--- src/rtl/audio_echo_pkg.sv ---
// Shared definitions for the echo effect: controller state encoding and
// delay RAM address sizing.
package audio_echo_pkg;

  // Controller sequencing states.
  typedef enum logic [2:0] {
    ST_CLEAR  = 3'd0,
    ST_IDLE   = 3'd1,
    ST_READ   = 3'd2,
    ST_WRITE  = 3'd3,
    ST_OUTPUT = 3'd4
  } echo_state_t;

  // Delay RAM address width: frame index bits plus one channel bit.
  function automatic int addr_width(input int d);
    return $clog2(d) + 1;
  endfunction

endpackage

--- src/rtl/echo_delay_memory_controller.sv ---
// Sequences the single-port delay RAM for the echo stage: zero-fills the RAM
// after reset, then for each accepted sample reads the old slot, overwrites it
// with the new sample and presents the dry/delayed pair downstream.
module echo_delay_memory_controller
  import audio_echo_pkg::*;
#(
  parameter int audio_width   = 16,
  parameter int delay_samples = 4096
) (
  input  logic                                 clk,
  input  logic                                 reset,
  input  logic                                 i_valid,
  output logic                                 i_ready,
  input  logic                                 i_is_left,
  input  logic [audio_width-1:0]               i_audio,
  output logic                                 o_valid,
  input  logic                                 o_ready,
  output logic                                 o_is_left,
  output logic [audio_width-1:0]               o_dry,
  output logic [audio_width-1:0]               o_delayed,
  output logic [addr_width(delay_samples)-1:0] ram_addr,
  output logic                                 ram_we,
  output logic [audio_width-1:0]               ram_wdata,
  input  logic [audio_width-1:0]               ram_rdata
);

  localparam int fw = $clog2(delay_samples);
  localparam int aw = addr_width(delay_samples);
  // Clear counter is one bit wider than the address so it can reach 2*delay_samples.
  localparam logic [aw:0] clear_len = (aw+1)'(2 * delay_samples);

  echo_state_t            state_r;
  logic [fw-1:0]          frame_index_r;
  logic [aw:0]            clr_cnt_r;
  logic                   lat_left_r;
  logic [audio_width-1:0] lat_audio_r;

  // Single FSM: state, frame index, latched sample and all registered outputs.
  always_ff @(posedge clk) begin
    if (reset) begin
      state_r       <= ST_CLEAR;
      frame_index_r <= '0;
      clr_cnt_r     <= '0;
      lat_left_r    <= 1'b0;
      lat_audio_r   <= {audio_width{1'b0}};
      i_ready       <= 1'b0;
      o_valid       <= 1'b0;
      o_is_left     <= 1'b0;
      o_dry         <= {audio_width{1'b0}};
      o_delayed     <= {audio_width{1'b0}};
      ram_we        <= 1'b0;
      ram_addr      <= '0;
      ram_wdata     <= {audio_width{1'b0}};
    end else begin
      case (state_r)
        ST_CLEAR: begin
          if (clr_cnt_r == clear_len) begin
            // Every slot written; open the input on this cycle.
            ram_we  <= 1'b0;
            i_ready <= 1'b1;
            state_r <= ST_IDLE;
          end else begin
            ram_we    <= 1'b1;
            ram_wdata <= {audio_width{1'b0}};
            ram_addr  <= clr_cnt_r[aw-1:0];
            clr_cnt_r <= clr_cnt_r + (aw+1)'(1'b1);
          end
        end
        ST_IDLE: begin
          ram_we <= 1'b0;
          if (i_valid) begin
            lat_left_r  <= i_is_left;
            lat_audio_r <= i_audio;
            ram_addr    <= {frame_index_r, i_is_left};
            i_ready     <= 1'b0;
            state_r     <= ST_READ;
          end else begin
            i_ready <= 1'b1;
          end
        end
        ST_READ: begin
          // Read was issued last cycle; data lands during WRITE.
          ram_we    <= 1'b1;
          ram_wdata <= lat_audio_r;
          state_r   <= ST_WRITE;
        end
        ST_WRITE: begin
          ram_we    <= 1'b0;
          o_delayed <= ram_rdata;
          o_dry     <= lat_audio_r;
          o_is_left <= lat_left_r;
          o_valid   <= 1'b1;
          // Only a right-channel sample closes a frame.
          if (!lat_left_r) begin
            frame_index_r <= frame_index_r + fw'(1'b1);
          end
          state_r <= ST_OUTPUT;
        end
        ST_OUTPUT: begin
          if (o_ready) begin
            o_valid <= 1'b0;
            i_ready <= 1'b1;
            state_r <= ST_IDLE;
          end
        end
        default: begin
          ram_we    <= 1'b0;
          i_ready   <= 1'b0;
          o_valid   <= 1'b0;
          clr_cnt_r <= '0;
          state_r   <= ST_CLEAR;
        end
      endcase
    end
  end

endmodule

--- config.mk ---
export PLATFORM = sky130hd
export DESIGN_NAME = echo_delay_memory_controller
export DESIGN_NICKNAME = d
export VERILOG_FILES = /design/src/rtl/audio_echo_pkg.sv /design/src/rtl/echo_delay_memory_controller.sv
export SDC_FILE = /design/constraint.sdc
export NUM_CORES = 1
export LEC_CHECK = 0
export BUFFER_PORTS_ARGS = -buffer_cell sky130_fd_sc_hd__clkbuf_2
export CORE_MARGIN = 3
export CORE_UTILIZATION = 34
export DETAILED_ROUTE_END_ITERATION = 12
export PLACE_DENSITY_LB_ADDON = 0.1
export SLEW_MARGIN = 20
export SYNTH_ARGS = -nofsm -noshare
export SYNTH_HDL_FRONTEND = slang
export SYNTH_SLANG_ARGS = --single-unit
--- constraint.sdc ---
create_clock -name clk -period 2.1 [get_ports clk]
set_clock_uncertainty 0.15 [all_clocks]
set_input_delay 0.105 -clock clk [delete_from_list [all_inputs] [get_ports clk]]
set_output_delay 0.105 -clock clk [all_outputs]
set_load 0.01 [all_outputs]
==> results of run 1 <==
## power by group
part,switching (W),leakage [nW],internal (W)
Combinational,0.0000883,1.29,0.000100
Clock,0.000792,0.147,0.000970
Sequential,0.00000592,0.895,0.00211
Total,0.000886,2.33,0.00318
## state kept, by name, summed over array words and instances, names as in the netlist, 3 cells and up
register       cells
o_dry             16
lat_audio_r       16
o_delayed         16
ram_wdata         16
ram_addr          13
clr_cnt_r         14
frame_index_r     12
state_r            3
## timing repair
item	4_1_cts	5_1_grt
hold buffers	34	0
gates resized for setup	0	4
endpoints found under the hold margin	36	0
endpoints found under the setup margin	0	27
## worst max-delay path, delay by kind of cell (launching register included)
kind	cells	cell delay, ns
AO/OA/AOI/OAI	1	0.16
adder cells (fa/ha/maj)	1	0.19
buffers and inverters	2	0.21
flip-flops	1	0.33
AND/OR/NAND/NOR	3	0.88
## through the flow
step,setup WS (ns),instances,util (%)
floorplan,0.0893,519,-
global placement,0.105,788,41.9
detailed placement,0.0671,788,41.9
CTS,0.0505,838,47.0
global route,0.00425,838,47.1
finish,0.104,838,47.1
## layer usage
| metal | vias up | part of all wire (%) |
|---|---|---|
| met5 | - | 0 |
| met3 | 9 | 5.9 |
| met2 | 118 | 46 |
| met1 | 1991 | 48 |
| met4 | 0 | 1.0 |
| li1 | 2135 | - |
## cell type report
cell class	instances	area, um2	area share (%)
clock buffer	11	243	4.02
clock inverter	5	63.8	1.06
inverter	5	18.8	0.311
multi-input combinational	359	2100	34.8
sequential	111	2220	36.8
tap	172	215	3.57
timing repair buffer	175	1170	19.4
## synthesized netlist by cell type, types with 6 or more instances
cell	number	share of area (%)
clkbuf_1	26	2.2
dfxtp_1	111	49
a21oi_1	67	7.4
a211oi_1	27	4.5
nand2_1	112	9.3
nor3_1	6	0.66
and3_1	7	0.97
nand4_1	10	1.4
buf_2	13	1.4
nor2_1	20	1.7
mux2i_1	11	2.4
a32o_1	16	3.5
nand3_1	9	1.0
## path summary, 6_finish.rpt
path / endpoint
setup / recovery: clr_cnt_r[3]$_SDFFE_PP0P_
hold reg to reg: o_delayed[8]$_SDFFE_PP0P_
hold / removal: clr_cnt_r[0]$_SDFFE_PP0P_
setup reg to reg: clr_cnt_r[3]$_SDFFE_PP0P_
## cell families after synthesis
group / Yosys count
buffers and inverters: 49
AO/OA/AOI/OAI: 134
flip-flops: 111
adder cells (fa/ha/maj): 3
XOR/XNOR: 9
AND/OR/NAND/NOR: 198
multiplexers: 15
==> flow_summary_export.csv, run 1 <==
group,metric,value,unit
synth,synth.mux.area_fraction,3.43,%
finish,final_common_cell,"nand2_1",
die,io_pins,102,
clocking,cts_made_buffers,9,
finish,diodes,0,
global_route,grt_max_degree,93,
finish,stdcell_area,0.00603,mm2
worst_setup_path,critical_path.startpoint,"clr_cnt_r[0]$_SDFFE_PP0P_",
synth,postSynthCellCount,519,
synth,syn_avg_cell_area,8.71,um2
synth,synth_xor_area_share,1.74,%
worst_setup_path,critical-path-max-stage-delay,0.50,ns
run_status,status,"finished clean",
die,die_height,121,um
die,start_util,35.2,%
worst_setup_path,rr_startpoint,"clr_cnt_r[0]$_SDFFE_PP0P_",
finish,final_nets,701,
synth,syn_area,0.00452,mm2
finish,drive_gt1_share,25.4,%
synth,synth_top_family_by_area,"simple AND/OR/NAND/NOR gates",
pwr,power_leakage,2.33,nW
global_route,met3_usage,3.82,%
finish,final_cell_mix,"nand2_1 (112), dfxtp_1 (111), clkbuf_2 (100)",
timing,fin_hold_ws,0.0696,ns
clocking,post_cts_buffers,0,
worst_setup_path,worstRegToRegCells,7,
placement,postPlaceCellArea,0.00538,mm2
synth,yosysWarnings,0,
clocking,cts_tree,"done",
worst_setup_path,crit_type,"reg2reg",
routing,ant_nets,0,
timing,finalHoldViolations,0,
routing,vias,4253,
timing,drv_slew,0,
finish,syn_to_final_growth,33.6,%
finish,fillers,1289,
clocking,clkLatencyLatePin,0.35,ns
clocking,cts-root-buf,"clkbuf_16",
synth,synthArstFlopShare,0,%
worst_setup_path,crit_chain,"inv_1 -> ha_1 -> nor4b_2 -> and4_4 -> buf_4 -> or4_1 -> a31oi_1",
clocking,clock-sinks,111,
clocking,clockBufferDepth,2,
routing,routed_wl,12.6,mm
worst_setup_path,r2r_slack,0.10,ns
routing,drt_iter0_markers,255,
synth,ys_types,46,
synth,synthSimpleGateAreaFrac,20.6,%
worst_setup_path,cp_data_required_time,2.23,ns
pwr,power,0.00407,W
timing,setup_violations,0,
worst_setup_path,crit_fanout,7,
timing,max_freq,0.501,GHz
routing,drc,0,
synth,synth-compound-area-share,19.4,%
synth,ys_ff_latch,111,
clocking,clk_pin_slew_worst_paths,0.07,ns
global_route,grt_pass1_wl,20.6,mm
synth,synth_ff_type,"dfxtp_1",
timing,slew_headroom,55.5,%
global_route,use_met1,24.9,%
timing,finalCriticalPeriod,2.00,ns
global_route,busiest_layer,"met2",
global_route,antenna_found_initial,0,
die,num_rows,41,
hold_path,min-delay-start,"reset",
global_route,grt_use_met2,26.3,%
synth,synthAdderAreaFrac,0.831,%
timing,post-route-period-util,95.1,%
worst_setup_path,end_kind,"register",
synth,synth_edf_count,0,
die,die_area,0.0147,mm2
timing,max_slew.worst_pin.slew,0.667,ns
worst_setup_path,worstSetupStartpointType,"register",
hold_path,whs_path_depth,4,
synth,yosysSeqAreaShare,49.2,%
die,core,0.0128,mm2
global_route,overflow,0,
clocking,htree_levels,3,
worst_setup_path,crit_slowest_cell,"or4_1",
timing,fin_tns_setup,0,ns
routing,drt_first_pass_iters,4,
die,chipWidth,121,um
job,drv_cap,0,
hold_path,min_path_type,"in2reg",
routing,wl_per_cell,15.0,um
global_route,grt_use_total,17.4,%
routing,vias_per_cell,5.08,
timing,rsz0062_at_grt,"false",
pwr,power_density,674,mW/mm2
placement,dpl.hpwl,8.63,mm
placement,gp_congestion,0.810,
synth,syn_nets,559,
placement,port_buffers,101,
global_route,grt_pass1_vias,3977,
pwr,ir_drop,0.349,mV
worst_setup_path,crit_arrival,2.13,ns
No activity file was read; power rests on OpenSTA's default activity.
==> run 2, diff against run 1 <==
--- a/config.mk
+++ b/config.mk
@@ -8,6 +8,7 @@
 export BUFFER_PORTS_ARGS = -buffer_cell sky130_fd_sc_hd__clkbuf_2
 export CORE_MARGIN = 3
 export CORE_UTILIZATION = 34
+export CTS_BUF_LIST = sky130_fd_sc_hd__clkbuf_4
 export DETAILED_ROUTE_END_ITERATION = 12
 export PLACE_DENSITY_LB_ADDON = 0.1
 export SLEW_MARGIN = 20
==> flow_summary_export.csv, run 2 (synthesis results as in run 1) <==
group,metric,value,unit
placement,postPlaceCellArea,0.00538,mm2
finish,final_common_cell,"nand2_1",
timing,drv_slew,0,
pwr,switching_power,0.000825,W
global_route,overflow,0,
routing,routed_wl,12.6,mm
pwr,p_clk_share,32.5,%
finish,final_nets,703,
global_route,grt_pass1_vias,3980,
global_route,grt_max_degree,93,
pwr,power_leakage,2.27,nW
worst_setup_path,crit_arrival,2.28,ns
global_route,antenna_found_initial,1,
routing,drc,0,
timing,max_slew.worst_pin.slew,0.655,ns
worst_setup_path,end_kind,"register",
timing,post-route-period-util,95.1,%
global_route,grt_pass1_wl,20.5,mm
routing,drt_iter0_markers,266,
pwr,power_density,581,mW/mm2
die,core,0.0128,mm2
die,start_util,35.2,%
clocking,clockBufferDepth,2,
routing,ant_nets,0,
worst_setup_path,worstSetupStartpointType,"register",
worst_setup_path,cp_data_required_time,2.38,ns
global_route,grt_use_total,17.5,%
finish,instances_no_fill,842,
clocking,cts_tree,"done",
finish,stdcell_area,0.00590,mm2
pwr,power.internal,0.00260,W
pwr,ir_drop,0.227,mV
worst_setup_path,crit_chain,"inv_1 -> ha_1 -> nor4b_2 -> and4_4 -> buf_4 -> or4_1 -> a31oi_1",
placement,port_buffers,101,
timing,setup_violations,0,
worst_setup_path,critical-path-max-stage-delay,0.50,ns
clocking,htree_levels,3,
placement,dp_cells,788,
timing,max_freq,0.501,GHz
clocking,cts_made_buffers,9,
finish,drive_gt1_share,25.6,%
clocking,cts-root-buf,"clkbuf_4",
pwr,p_comb_share,5.6,%
routing,vias_per_cell,5.05,
die,chipWidth,121,um
die,die_area,0.0147,mm2
timing,finalHoldViolations,0,
timing,fin_tns_setup,0,ns
pwr,power_frac_seq,61.9,%
timing,slew_headroom,56.4,%
placement,gp_congestion,0.810,
clocking,clock-sinks,111,
timing,rsz0062_at_grt,"false",
worst_setup_path,crit_fanout,7,
run_status,status,"finished clean",
clocking,clkLatencyLatePin,0.50,ns
routing,vias,4255,
pwr,swShare,24.0,%
routing,wl_per_cell,14.9,um
die,io_pins,102,
worst_setup_path,crit_buf_inv,2,
worst_setup_path,crit_type,"reg2reg",
timing,finalCriticalPeriod,2.00,ns
worst_setup_path,cp_top_family,"simple AND/OR/NAND/NOR gates",
finish,syn_to_final_growth,30.6,%
pwr,power,0.00343,W
hold_path,min_path_type,"in2reg",
worst_setup_path,crit_slowest_cell,"or4_1",
routing,drt_first_pass_iters,5,
placement,dpl.hpwl,8.63,mm
finish,final_cell_mix,"nand2_1 (112), dfxtp_1 (110), clkbuf_2 (100)",
die,num_rows,41,
die,die_height,121,um
clocking,clk_pin_slew_worst_paths,0.19,ns
finish,fillers,1301,
job,drv_cap,0,
## run 2: cell count changes in the layout (fill, tap and decap cells not counted)
cell	before	now
clkbuf_1	1	0
clkbuf_16	9	0
clkbuf_4	0	10
clkbuf_8	1	0
clkinv_1	0	1
dfxtp_1	111	110
dfxtp_2	0	1
diode_2	0	2
dlygate4sd3_1	34	36
or3_1	5	4
or3_4	0	1
## run 2: cell type report
| type | instances | area (um2) | area share [%] |
|---|---|---|---|
| sequential | 111 | 2220 | 37.7 |
| inverter | 5 | 18.8 | 0.318 |
| tap | 172 | 215 | 3.65 |
| multi-input combinational | 359 | 2110 | 35.7 |
| antenna | 2 | 5.00 | 0.0848 |
| clock buffer | 10 | 75.1 | 1.27 |
| clock inverter | 6 | 67.6 | 1.14 |
| timing repair buffer | 177 | 1190 | 20.2 |
## run 2: timing repair
action | 4_1_cts | 5_1_grt
hold buffers | 36 | 0
setup buffers | 0 | 0
endpoints found under the setup margin | 0 | 31
gates resized for setup | 0 | 6
endpoints found under the hold margin | 77 | 0
## run 2: worst paths after layout
path	slack, ns	end	from	depth (start not counted)
max	0.10	clr_cnt_r[3]$_SDFFE_PP0P_	clr_cnt_r[0]$_SDFFE_PP0P_	7
min	0.20	lat_audio_r[8]$_SDFFE_PP0P_	i_audio[8]	4
max reg2reg	0.10	clr_cnt_r[3]$_SDFFE_PP0P_	clr_cnt_r[0]$_SDFFE_PP0P_	7
min reg2reg	0.31	o_delayed[8]$_SDFFE_PP0P_	o_delayed[8]$_SDFFE_PP0P_	2
## run 2: worst min-delay path: stages
cell and delay, ns:
dlygate4sd3_1 0.53, clkbuf_2 0.10, nand2_1 0.05, a21oi_1 0.05
## run 2: through the flow
stage	setup slack [ns]	utilization (%)	hold WS, ns
4_1_cts	0.0319	45.9	0.161
5_1_grt	0.00467	46.0	0.194
3_3_place_gp	0.105	41.9	0.179
6_report	0.103	46.0	0.202
3_5_place_dp	0.0671	41.9	0.186
2_1_floorplan	0.0893	-	0.0910
## run 2: routing by layer
metal  share of wire (%)  GRT usage (%)  vias to the layer above
met5                   0              0                        -
met4                 1.4           6.72                        0
met3                 4.5           3.36                       13
met2                  45           26.4                       90
met1                  49           24.7                     2012
li1                    -              -                     2140
## run 2: power groups by stage
stage / clock, W / combinational (W) / sequential, W
floorplan: 0 / 0.0000590 / 0.00217
global placement: 0 / 0.000137 / 0.00217
detailed placement: 0 / 0.000137 / 0.00217
CTS: 0.00116 / 0.000190 / 0.00212
global route: 0.00123 / 0.000210 / 0.00213
finish: 0.00111 / 0.000191 / 0.00212
==> run 3, diff against run 2 <==
--- a/config.mk
+++ b/config.mk
@@ -10,7 +10,8 @@
 export CORE_UTILIZATION = 34
 export CTS_BUF_LIST = sky130_fd_sc_hd__clkbuf_4
 export DETAILED_ROUTE_END_ITERATION = 12
-export PLACE_DENSITY_LB_ADDON = 0.1
+export GPL_TIMING_DRIVEN = 0
+export PLACE_DENSITY = 0.55
 export SLEW_MARGIN = 20
 export SYNTH_ARGS = -nofsm -noshare
 export SYNTH_HDL_FRONTEND = slang
==> constraint.sdc (replaced) <==
create_clock -name clk -period 2 [get_ports clk]
set_clock_uncertainty 0.15 [all_clocks]
set_input_delay 0.1 -clock clk [delete_from_list [all_inputs] [get_ports clk]]
set_output_delay 0.1 -clock clk [all_outputs]
set_load 0.01 [all_outputs]
==> flow_summary_export.csv, run 3 (synthesis results as in run 1) <==
group,metric,value,unit
run_status,status,"finished clean",
clocking,cts_made_buffers,9,
pwr,power_density,594,mW/mm2
placement,dp_slack,-0.347,ns
worst_setup_path,worstRegToRegCells,8,
pwr,ir_drop,0.334,mV
routing,wl_per_cell,15.5,um
global_route,grt_max_degree,18,
worst_setup_path,crit_top_cell,"a211oi_2",
clocking,cts-root-buf,"clkbuf_4",
global_route,grt_use_total,17.7,%
die,chipWidth,121,um
worst_setup_path,cp.depth,8,
worst_setup_path,crit_slowest_cell,"dfxtp_2",
finish,post-route-util,46.8,%
placement,port_buffers,101,
worst_setup_path,crit_type,"reg2reg",
pwr,power.internal,0.00272,W
routing,drt_first_pass_iters,5,
routing,drt_iter0_markers,217,
finish,final_cell_mix,"nand2_1 (112), clkbuf_2 (111), dfxtp_1 (102)",
die,die_area,0.0147,mm2
pwr,switching_power,0.000844,W
placement,dpl.hpwl,9.38,mm
hold_path,min_path_type,"in2reg",
clocking,clk_pin_slew_worst_paths,0.16,ns
worst_setup_path,crit_buf_inv,3,
timing,setup_violations,0,
finish,final_nets,711,
die,die_height,121,um
routing,vias,4352,
routing,vias_per_cell,5.13,
die,io_pins,102,
clocking,htree_levels,3,
global_route,grt_pass1_wl,20.5,mm
finish,stdcell_area,0.00600,mm2
timing,drv_slew,0,
pwr,power_leakage,2.27,nW
worst_setup_path,crit_chain,"inv_4 -> ha_2 -> nor4b_4 -> nand4_1 -> buf_6 -> buf_4 -> a211oi_2 -> a211oi_2",
routing,drc,0,
global_route,antenna_found_initial,1,
clocking,clkLatencyLatePin,0.48,ns
worst_setup_path,critical-path-max-stage-delay,0.37,ns
hold_path,whs_path_depth,4,
pwr,p_comb_share,5.7,%
worst_setup_path,cp_data_required_time,2.21,ns
worst_setup_path,crit_fanout,10,
timing,max_freq,0.511,GHz
global_route,overflow,0,
timing,max_slew.worst_pin.slew,0.686,ns
hold_path,min-delay-start,"reset",
worst_setup_path,end_kind,"register",
die,start_util,35.2,%
worst_setup_path,worstSetupStartpointType,"register",
clocking,cts_tree,"done",
placement,postPlaceCellArea,0.00524,mm2
timing,finalHoldViolations,0,
finish,syn_to_final_growth,32.8,%
finish,instances_no_fill,848,
finish,final_common_cell,"nand2_1",
worst_setup_path,crit_arrival,2.17,ns
die,core,0.0128,mm2
global_route,grt_pass1_vias,4016,
worst_setup_path,cp_top_family,"buffers and inverters",
routing,ant_nets,0,
routing,routed_wl,13.1,mm
pwr,swShare,23.7,%
timing,post-route-period-util,97.9,%
die,num_rows,41,
finish,drive_gt1_share,28.6,%
placement,dp_cells,792,
clocking,clockBufferDepth,2,
timing,layout_setup_ws,0.0416,ns
job,drv_cap,0,
timing,fin_hold_ws,0.0509,ns
clocking,clock-sinks,111,
timing,finalCriticalPeriod,1.96,ns
pwr,power_frac_seq,62.7,%
pwr,p_clk_share,31.6,%
worst_setup_path,rr_startpoint,"clr_cnt_r[0]$_SDFFE_PP0P_",
worst_setup_path,critical_path.startpoint,"clr_cnt_r[0]$_SDFFE_PP0P_",
timing,slew_headroom,54.3,%
placement,gp_congestion,0.853,
-- run 3: per-stage QoR --
stage	power [W]	setup TNS, ns
CTS	0.00359	0
floorplan	0.00234	-0.0215
detailed placement	0.00242	-11.73
finish	0.00357	0
global route	0.00370	-0.00617
global placement	0.00241	-12.28
-- run 3: cell type report --
cell class,count,area (um2)
antenna,1,2.50
buffer,41,221
clock buffer,10,75.1
clock inverter,5,60.1
fill,1292,6820
inverter,5,21.3
multi-input combinational,359,2250
sequential,111,2230
tap,172,215
timing repair buffer,144,922
-- run 3: what timing repair did --
item                                    in CTS  in global routing
hold endpoints to repair                    40                  0
endpoints found under the setup margin      55                 77
pin swaps                                    3                  4
hold buffers                                36                  0
buffers inserted                             6                  1
resized for setup                           21                 58
cloned                                       0                  0
-- run 3: worst paths after layout --
path,endpoint,slack (ns)
worst max-delay path,ram_addr[11]$_SDFFE_PP0P_,0.04
worst min-delay path,clr_cnt_r[11]$_SDFFE_PP0P_,0.05
worst min register to register,o_dry[2]$_SDFFE_PP0P_,0.32
worst max register to register,ram_addr[11]$_SDFFE_PP0P_,0.04
-- run 3: layer usage --
layer / part of all wire (%) / GRT usage (%) / vias to the layer above
li1: - / - / 2167
met5: 0 / 0 / -
met4: 1.5 / 6.44 / 0
met2: 48 / 29.3 / 128
met1: 46 / 23.5 / 2041
met3: 5.2 / 2.47 / 16
-- run 3: worst register-to-register path: stages (launching register included) --
cell and delay [ns]:
dfxtp_2 0.37, inv_4 0.07, ha_2 0.17, nor4b_4 0.23, nand4_1 0.17, buf_6 0.17
buf_4 0.18, a211oi_2 0.26, a211oi_2 0.07
-- run 3: power by group through the flow --
stage,Sequential [W],Clock (W),Combinational [W]
after CTS,0.00223,0.00116,0.000199
after global routing,0.00224,0.00124,0.000223
after global placement,0.00228,0,0.000136
final,0.00224,0.00113,0.000205
after floorplan,0.00228,0,0.0000620
after detailed placement,0.00228,0,0.000137
